<file path="src/rtl/div_seq_pkg.sv">
// Shared definitions for the restoring-divide sequencer: FSM encoding,
// default operand width and the divide-by-zero quotient fill value.
package div_seq_pkg;

    localparam int DEF_WIDTH = 32;

    // Every quotient bit takes this value on divide-by-zero (all-ones result).
    localparam logic DIV0_QUOT_BIT = 1'b1;

    typedef enum logic [2:0] {
        S_IDLE = 3'd0,
        S_PREP = 3'd1,
        S_ITER = 3'd2,
        S_FIX  = 3'd3,
        S_DONE = 3'd4
    } state_e;

endpackage

</file>
<file path="src/rtl/div_step.sv">
// One restoring-division iteration: shift {A,Q} left, trial-subtract M,
// keep the difference and set the quotient bit when it does not go negative.
module div_step #(
    parameter int WIDTH = 32
) (
    input  logic [WIDTH-1:0] a_i,
    input  logic [WIDTH-1:0] q_i,
    input  logic [WIDTH-1:0] m_i,
    output logic [WIDTH-1:0] a_o,
    output logic [WIDTH-1:0] q_o
);

    logic [WIDTH:0] a_sh;
    logic [WIDTH:0] t;

    // A < M always holds, so the shifted A minus M fits in WIDTH+1 signed bits.
    assign a_sh = {a_i, q_i[WIDTH-1]};
    assign t    = a_sh - {1'b0, m_i};

    always_comb begin
        if (t[WIDTH]) begin
            a_o = a_sh[WIDTH-1:0];
            q_o = {q_i[WIDTH-2:0], 1'b0};
        end else begin
            a_o = t[WIDTH-1:0];
            q_o = {q_i[WIDTH-2:0], 1'b1};
        end
    end

endmodule

</file>
<file path="src/rtl/div_sequencer.sv">
// Multi-cycle DIV/DIVU controller around a one-bit-per-cycle restoring step;
// handles sign conversion, divide-by-zero and abort, and pulses done once.
module div_sequencer
    import div_seq_pkg::*;
#(
    parameter int WIDTH = DEF_WIDTH
) (
    input  logic             clk,
    input  logic             rst,
    input  logic             start,
    input  logic             op_signed,
    input  logic [WIDTH-1:0] dividend,
    input  logic [WIDTH-1:0] divisor,
    input  logic             abort,
    output logic             busy,
    output logic             done,
    output logic             div_by_zero,
    output logic [WIDTH-1:0] quotient,
    output logic [WIDTH-1:0] remainder
);

    localparam int               CNT_W    = $clog2(WIDTH + 1);
    localparam logic [CNT_W-1:0] CNT_INIT = CNT_W'(WIDTH);
    localparam logic [CNT_W-1:0] CNT_LAST = CNT_W'(1);

    state_e           state_q, state_d;
    logic [WIDTH-1:0] a_q, a_d, q_q, q_d, m_q, m_d;
    logic [WIDTH-1:0] quo_q, quo_d, rem_q, rem_d;
    logic [CNT_W-1:0] cnt_q, cnt_d;
    logic             dvd_neg_q, dvd_neg_d, dvs_neg_q, dvs_neg_d;
    logic             dz_q, dz_d;
    logic [WIDTH-1:0] step_a, step_q;

    function automatic logic [WIDTH-1:0] cond_neg(input logic [WIDTH-1:0] x, input logic neg);
        return neg ? (~x + 1'b1) : x;
    endfunction

    div_step #(.WIDTH(WIDTH)) u_step (
        .a_i (a_q),
        .q_i (q_q),
        .m_i (m_q),
        .a_o (step_a),
        .q_o (step_q)
    );

    always_comb begin
        state_d   = state_q;
        a_d       = a_q;
        q_d       = q_q;
        m_d       = m_q;
        cnt_d     = cnt_q;
        dvd_neg_d = dvd_neg_q;
        dvs_neg_d = dvs_neg_q;
        quo_d     = quo_q;
        rem_d     = rem_q;
        dz_d      = dz_q;
        case (state_q)
            S_IDLE, S_DONE: begin
                state_d = S_IDLE;
                // Raw operands parked in Q/M; PREP converts them in place.
                if (start && !abort) begin
                    dvd_neg_d = op_signed & dividend[WIDTH-1];
                    dvs_neg_d = op_signed & divisor[WIDTH-1];
                    q_d       = dividend;
                    m_d       = divisor;
                    a_d       = '0;
                    state_d   = S_PREP;
                end
            end
            S_PREP: begin
                if (m_q == '0) begin
                    quo_d   = {WIDTH{DIV0_QUOT_BIT}};
                    rem_d   = q_q;
                    dz_d    = 1'b1;
                    state_d = S_DONE;
                end else begin
                    m_d     = cond_neg(m_q, dvs_neg_q);
                    q_d     = cond_neg(q_q, dvd_neg_q);
                    a_d     = '0;
                    cnt_d   = CNT_INIT;
                    state_d = S_ITER;
                end
            end
            S_ITER: begin
                a_d   = step_a;
                q_d   = step_q;
                cnt_d = cnt_q - 1'b1;
                if (cnt_q == CNT_LAST) begin
                    state_d = S_FIX;
                end
            end
            S_FIX: begin
                quo_d   = cond_neg(q_q, dvd_neg_q ^ dvs_neg_q);
                rem_d   = cond_neg(a_q, dvd_neg_q);
                dz_d    = 1'b0;
                state_d = S_DONE;
            end
            default: state_d = S_IDLE;
        endcase
        // Abort drops the operation without touching the visible results.
        if (abort) begin
            state_d = S_IDLE;
            quo_d   = quo_q;
            rem_d   = rem_q;
            dz_d    = dz_q;
        end
    end

    always_ff @(posedge clk or posedge rst) begin
        if (rst) begin
            state_q   <= S_IDLE;
            a_q       <= '0;
            q_q       <= '0;
            m_q       <= '0;
            cnt_q     <= '0;
            dvd_neg_q <= 1'b0;
            dvs_neg_q <= 1'b0;
            quo_q     <= '0;
            rem_q     <= '0;
            dz_q      <= 1'b0;
        end else begin
            state_q   <= state_d;
            a_q       <= a_d;
            q_q       <= q_d;
            m_q       <= m_d;
            cnt_q     <= cnt_d;
            dvd_neg_q <= dvd_neg_d;
            dvs_neg_q <= dvs_neg_d;
            quo_q     <= quo_d;
            rem_q     <= rem_d;
            dz_q      <= dz_d;
        end
    end

    assign busy        = (state_q == S_PREP) || (state_q == S_ITER) || (state_q == S_FIX);
    assign done        = (state_q == S_DONE);
    assign div_by_zero = dz_q;
    assign quotient    = quo_q;
    assign remainder   = rem_q;

endmodule

</file>
<file path="config.mk">
export PLATFORM = sky130hd
export DESIGN_NAME = div_sequencer
export DESIGN_NICKNAME = d
export VERILOG_FILES = /design/src/rtl/div_seq_pkg.sv /design/src/rtl/div_step.sv /design/src/rtl/div_sequencer.sv
export SDC_FILE = /design/constraint.sdc
export NUM_CORES = 1
export LEC_CHECK = 0
export CORE_MARGIN = 2
export CORE_UTILIZATION = 60
export CTS_BUF_LIST = sky130_fd_sc_hd__clkbuf_8
export DETAILED_ROUTE_END_ITERATION = 10
export GPL_TIMING_DRIVEN = 0
export PLACE_DENSITY = 0.91
export SLEW_MARGIN = 40
export SYNTH_ARGS = -nofsm -noshare
export SYNTH_HDL_FRONTEND = slang
export SYNTH_SLANG_ARGS = --single-unit
</file>
<file path="constraint.sdc">
create_clock -name clk -period 9.4 [get_ports clk]
set_input_delay 0.94 -clock clk [delete_from_list [all_inputs] [get_ports clk]]
set_output_delay 0.94 -clock clk [all_outputs]
set_load 0.01 [all_outputs]
</file>
# [Yosys cells after proc, flatten, opt, wreduce, memory -nomap -nowiden]
# Cells that the tools add are included.
[totals] register_bits=172 input_bits=69 out_inout_bits=67 elab_cells=78
[op_classes] n_addsub=5 n_eq_ne=11 muxes=28 n_bitwise=7 n_reduce_logical=17
[ops] op="32-bit two-way mux" n=13
[ops] op="32-bit case mux with 2 select lines" n=3
[ops] op="32-bit case mux with 3 select lines" n=2
[ops] op="32-bit by 1-bit adder with 32-bit output, second input constant" n=3
[ops] op="32-bit inverter" n=3
[ops] op="33-bit by 32-bit subtractor with 33-bit output" n=1
[ops] op="32-bit zero test" n=1
[ops] op="3-bit case mux with 4 select lines" n=1
[ops] op="6-bit case mux with 2 select lines" n=1
[ops] op="2-bit != test, second input constant" n=5
[ops] op="3-bit two-way mux" n=3
[ops] op="4-bit AND reduction" n=2
[ops] op="3-bit by 2-bit equality test with 1-bit output, second input constant" n=2
[ops] op="6-bit by 1-bit equality test with 1-bit output, second input constant" n=1
[ops] op="6-bit two-way mux" n=1
[ops] op="3-bit AND reduction" n=2
[ops] op="2-bit nonzero test" n=3
[ops] op="6-bit by 1-bit subtractor with 6-bit output, second input constant" n=1
[ops] op="2-bit AND reduction" n=2
[ops] op="3-bit by 1-bit equality test with 1-bit output, second input constant" n=1
[ops] op="3-bit equality test, second input constant" n=1
[ops] op="3-bit zero test" n=1
[ops] op="1-bit two-way mux" n=3
[ops] op="3-bit != test, second input constant" n=1
[ops] op="other kinds (9)" n=11

# [Longest topological paths before layout]
[logic_depth] depth_word=5 depth_mapped=13 ltp_nobuf=12

# [By module]
# Synthesis repeated with hierarchy kept, for this count alone.
[unflattened] cells_unflattened=1514 hier_area_um2=12622.1
[modules_own_cells] mod="div_sequencer" instances=1 cells_per_inst=1178 area_each_um2=10030.9 seq_area_each_um2=4304.1
[modules_own_cells] mod="div_step" instances=1 cells_per_inst=336 area_each_um2=2591.2 seq_area_each_um2=0.0

# [Worst setup path before layout]
# Ideal clock, no wire load.
[synth_timing] path_type="register -> register" start="reg q_q[31]" end="reg a_q[14]" setup_time_ns=0.134 arrival_ns=3.033 required_ns=9.266 path_slack_ns=6.233 stages_incl_launch_ff=14 path_buffers=1 synth_period_minus_slack_ns=3.167 cell_sequence="dfrtp_1 > inv_1 > ha_1 > fa_1 > and2b_1 > o31a_1 > o311a_1 > o2111ai_2 > o31ai_2 > a31oi_4 > xnor2_4 > buf_6 > mux2i_1 > o21ai_0"
[synth_via] elab_chain_len=3
[synth_lines] element="from (decl)" line_no="div_sequencer.sv:27" source="logic [WIDTH-1:0] a_q, a_d, q_q, q_d, m_q, m_d;"
[synth_lines] element="from (signal assigned)" line_no="div_sequencer.sv:124" source="q_q <= q_d;"
[synth_lines] element="33-bit by 32-bit subtractor with 33-bit output" line_no="div_step.sv:18" source="assign t = a_sh - {1'b0, m_i};"
[synth_lines] element="32-bit two-way mux" line_no="div_step.sv:21" source="if (t[WIDTH]) begin"
[synth_lines] element="32-bit case mux with 3 select lines" line_no="div_sequencer.sv:57" source="case (state_q)"
[synth_lines] element="to (signal assigned)" line_no="div_sequencer.sv:112" source="a_q <= '0;"
[synth_lines] element="to (signal assigned)" line_no="div_sequencer.sv:123" source="a_q <= a_d;"
[synth_lines] element="to (decl)" line_no="div_sequencer.sv:27"
# No other way between the ends.
# A chain may end at the register's enable or synchronous reset.

# [Worst setup path after layout]
[layout_timing] start="reg q_q[31]" end="reg a_q[29]"
# The elaborated chain is that of the path after synthesis.

==> run metrics <==
area leader, netlist=dfrtp_1; Antenna Cells=0; Avg Cell Area, Syn=8.292 µm²; hold path depth=1; Placer Congestion=0.9709; reg2reg path depth=13; GR peak layer=met2; WL/cell=19.68 µm; Die Width=143.6 µm; leak pwr=5.673 nW; Worst path max stage delay=0.50 ns; DRC viols=0; critical path required time=9.79 ns; cts bufs inserted=17; worst vdd rail ir drop=0.1102 mV; largest net degree at the start of global routing=66; die area=0.02062 mm²; clock tree buffer depth=2; Mapped Cells=1,410; vias in the first global route=11,310; worst-path cell chain=inv_1 -> ha_1 -> fa_1 -> and2b_1 -> o31a_1 -> o311a_1 -> o2111ai_2 -> o31ai_2 -> a31oi_4 -> xnor2_4 -> buf_6 -> nand2_1 -> o21ai_0; Sequential Area=0.004304 mm²; Main synth FF type=dfrtp_1; count of different cell masters after synthesis=82; post-synthesis sequential area ratio=0.3682; endpoint class of the critical path=register; Pwr Density=203.5 mW/mm²; Crit-path slowest cell=o31ai_2; Post-CTS Setup Inserts=0; Initial Util=0.6067; Worst Hold End=div_by_zero; layout cells sized above 1=0.05826; clock root buffer=clkbuf_8; Synthesis Warnings=0; final hold violations=0; Nets=1,673; HP Class=reg2reg; fill count=1,480; clk_skew=0.02022 ns; initial antenna violation count=0; total iterations of the first detailed-routing run=5; Port Buf Inserts=135; max-cap viol count=0; syn_nets=1,517; run status=completed; Mapped Area=0.01169 mm²; CTS tree=built; area grow syn2layout=18.39%; min Tclk post-route=4.041 ns; Vias/cell=6.421; Worst-Margin Slew=0.9240 ns; Multi-input gate area=0.006731 mm²; Post-CTS Hold Buffers=0; ys async rst share=1.000; WL final=36.29 mm; hpwl dp=27.40 mm; CP max FO=10; Crit path arrival time=4.43 ns; Clock Sinks=172; first-pass GRT wire length=57.77 mm; Final period util=0.4299; CP Launch Type=register; Die Ht=143.6 µm; H-tree depth=4; hold wc startpoint=div_by_zero; number of synthesized flops with an enable pin=0; Register-to-Register Setup Slack=5.36 ns; vias=11,840; Fmax=247.4 MHz; worst reg2reg path endpoint=a_q[29]; RSZ-0062 raised after global routing=false; post-CTS sizing=0; GR Util met3=0.07398; drt first-iter violations=1,167; Worst-Skew Late Latency=0.49 ns; CORE AREA=0.01927 mm²; number of register bits inferred by synthesis=172; crit path kind=reg2reg; Global Route Usage Sum=0.3569; GR Layer Usage met2=0.5870; final setup vio count=0; Final ANT Viol Nets=0; Slew Viols, Final=0; final setup TNS=0 ns; global route total overflow=0; met1 usage=0.4436; share of the synthesized area in the top cell type=0.3682; io pins=136; largest cells by area after synthesis=dfrtp_1, o21ai_0, nand2_1, a21oi_1, nor2_1; row count=51; worst r2r src=q_q[31]; Clock transition at path regs=0.11 ns; Rel. slew slack=0.3840; Power Total=2.817 mW
-- sequential cells by signal (all words and copies together), names as in the netlist --
name,flops
a_q,32
cnt_q,6
div_by_zero,1
dvd_neg_q,1
dvs_neg_q,1
m_q,32
q_q,32
quotient,32
remainder,32
state_q,3
-- worst max-delay path by stage --
stage	start	endpoint	slack (ns)	depth (start not counted)
final	q_q[31]	a_q[29]	5.36	13
after global routing	q_q[31]	a_q[29]	5.19	13
after CTS	q_q[31]	a_q[29]	5.42	13
after detailed placement	q_q[31]	a_q[29]	5.49	13
after global placement	rst	m_q[25]	1.44	2
after floorplan	rst	a_q[0]	3.80	1
-- placed cells by master (no fill, tap or decap), types with 6 or more instances in the layout --
cell / instances
buf_1: 8
nor3b_1: 6
xnor2_1: 50
a211oi_1: 12
o22a_1: 10
nor4_1: 15
xor2_1: 54
or3_1: 11
nand3_1: 23
o21ai_1: 8
clkdlybuf4s50_1: 135
clkbuf_1: 73
o21ai_0: 126
a32oi_1: 10
dfrtp_1: 172
o211ai_1: 6
clkbuf_8: 17
nand2b_1: 9
a221oi_1: 19
nand2_1: 156
o22ai_1: 32
a21oi_1: 110
inv_6: 6
o31ai_1: 18
nor2_1: 136
buf_2: 15
o41ai_1: 6
a31oi_1: 36
nor3_1: 45
mux2i_1: 22
ha_1: 37
a21o_1: 6
a22oi_1: 10
inv_1: 55
-- critical path, delay by kind of cell (launching register included) --
kind | cells | cell delay (ns)
fa+ha+maj | 2 | 0.69
simple gates | 2 | 0.45
flops | 1 | 0.40
xor+xnor | 1 | 0.42
compound gates | 6 | 1.57
buf+inv | 2 | 0.41
-- layout make-up --
cell class,count,area share
well taps,265,0.02396
clock inverters,15,0.01121
flip-flops and latches,172,0.3110
clock buffers,17,0.01690
plain buffers,104,0.03263
inverters,57,0.01636
repair buffers,137,0.1016
multi-input cells,1077,0.4863
-- logic make-up after synthesis --
group / synth area share
simple gates: 0.1895
flops: 0.3682
compound gates: 0.2432
xor+xnor: 0.08166
buf+inv: 0.05736
fa+ha+maj: 0.04131
mux: 0.01884
-- synth_stat cells (5+ instances only) --
| master | n |
|---|---|
| ha_1 | 37 |
| o211ai_1 | 6 |
| a32oi_1 | 10 |
| dfrtp_1 | 172 |
| a211oi_1 | 12 |
| nor3_1 | 45 |
| nand2_1 | 156 |
| a22oi_1 | 10 |
| o22ai_1 | 32 |
| o21ai_0 | 126 |
| o21a_1 | 5 |
| a222oi_1 | 5 |
| a21oi_1 | 110 |
| inv_1 | 56 |
| nand2b_1 | 9 |
| nor2_1 | 136 |
| a31oi_1 | 36 |
| clkbuf_1 | 73 |
| xnor2_1 | 50 |
| xor2_1 | 54 |
| buf_2 | 15 |
| o22a_1 | 10 |
| and2_1 | 5 |
| a21o_1 | 6 |
| nor4_1 | 16 |
| o31ai_1 | 18 |
| or4_4 | 5 |
| mux2i_1 | 22 |
| a221oi_1 | 19 |
| buf_1 | 8 |
| or3_1 | 11 |
| nand4_1 | 5 |
| and3_1 | 5 |
| o41ai_1 | 6 |
| nor3b_1 | 6 |
| o21ai_1 | 8 |
| or4_1 | 5 |
| nand3_1 | 23 |
-- where the power goes --
group          total, mW  internal, mW  switching, mW
registers           1.06         0.909          0.154
clock network      0.541         0.220          0.321
logic               1.21         0.509          0.704
-- per-layer routing --
| metal | vias up | part of all wire |
|---|---|---|
| met5 | - | 0 |
| met4 | 0 | 0.054 |
| met3 | 167 | 0.092 |
| met2 | 744 | 0.47 |
| met1 | 5537 | 0.39 |
| li1 | 5393 | - |
-- stage by stage --
stage / setup WS (ns) / instances / hold WS (ns) / util / area [µm²]
after global routing: 5.189 / 1844 / 0.5198 / 0.7182 / 13840
after detailed placement: 5.485 / 1812 / 0.4785 / 0.6977 / 13450
after floorplan: 3.800 / 1410 / 0.4726 / - / 11690
after global placement: 1.439 / 1810 / 0.4680 / 0.6940 / 13370
after CTS: 5.421 / 1844 / 0.5015 / 0.7179 / 13830
final: 5.359 / 1844 / 0.4968 / 0.7182 / 13840
(Power assumes the default switching activity.)
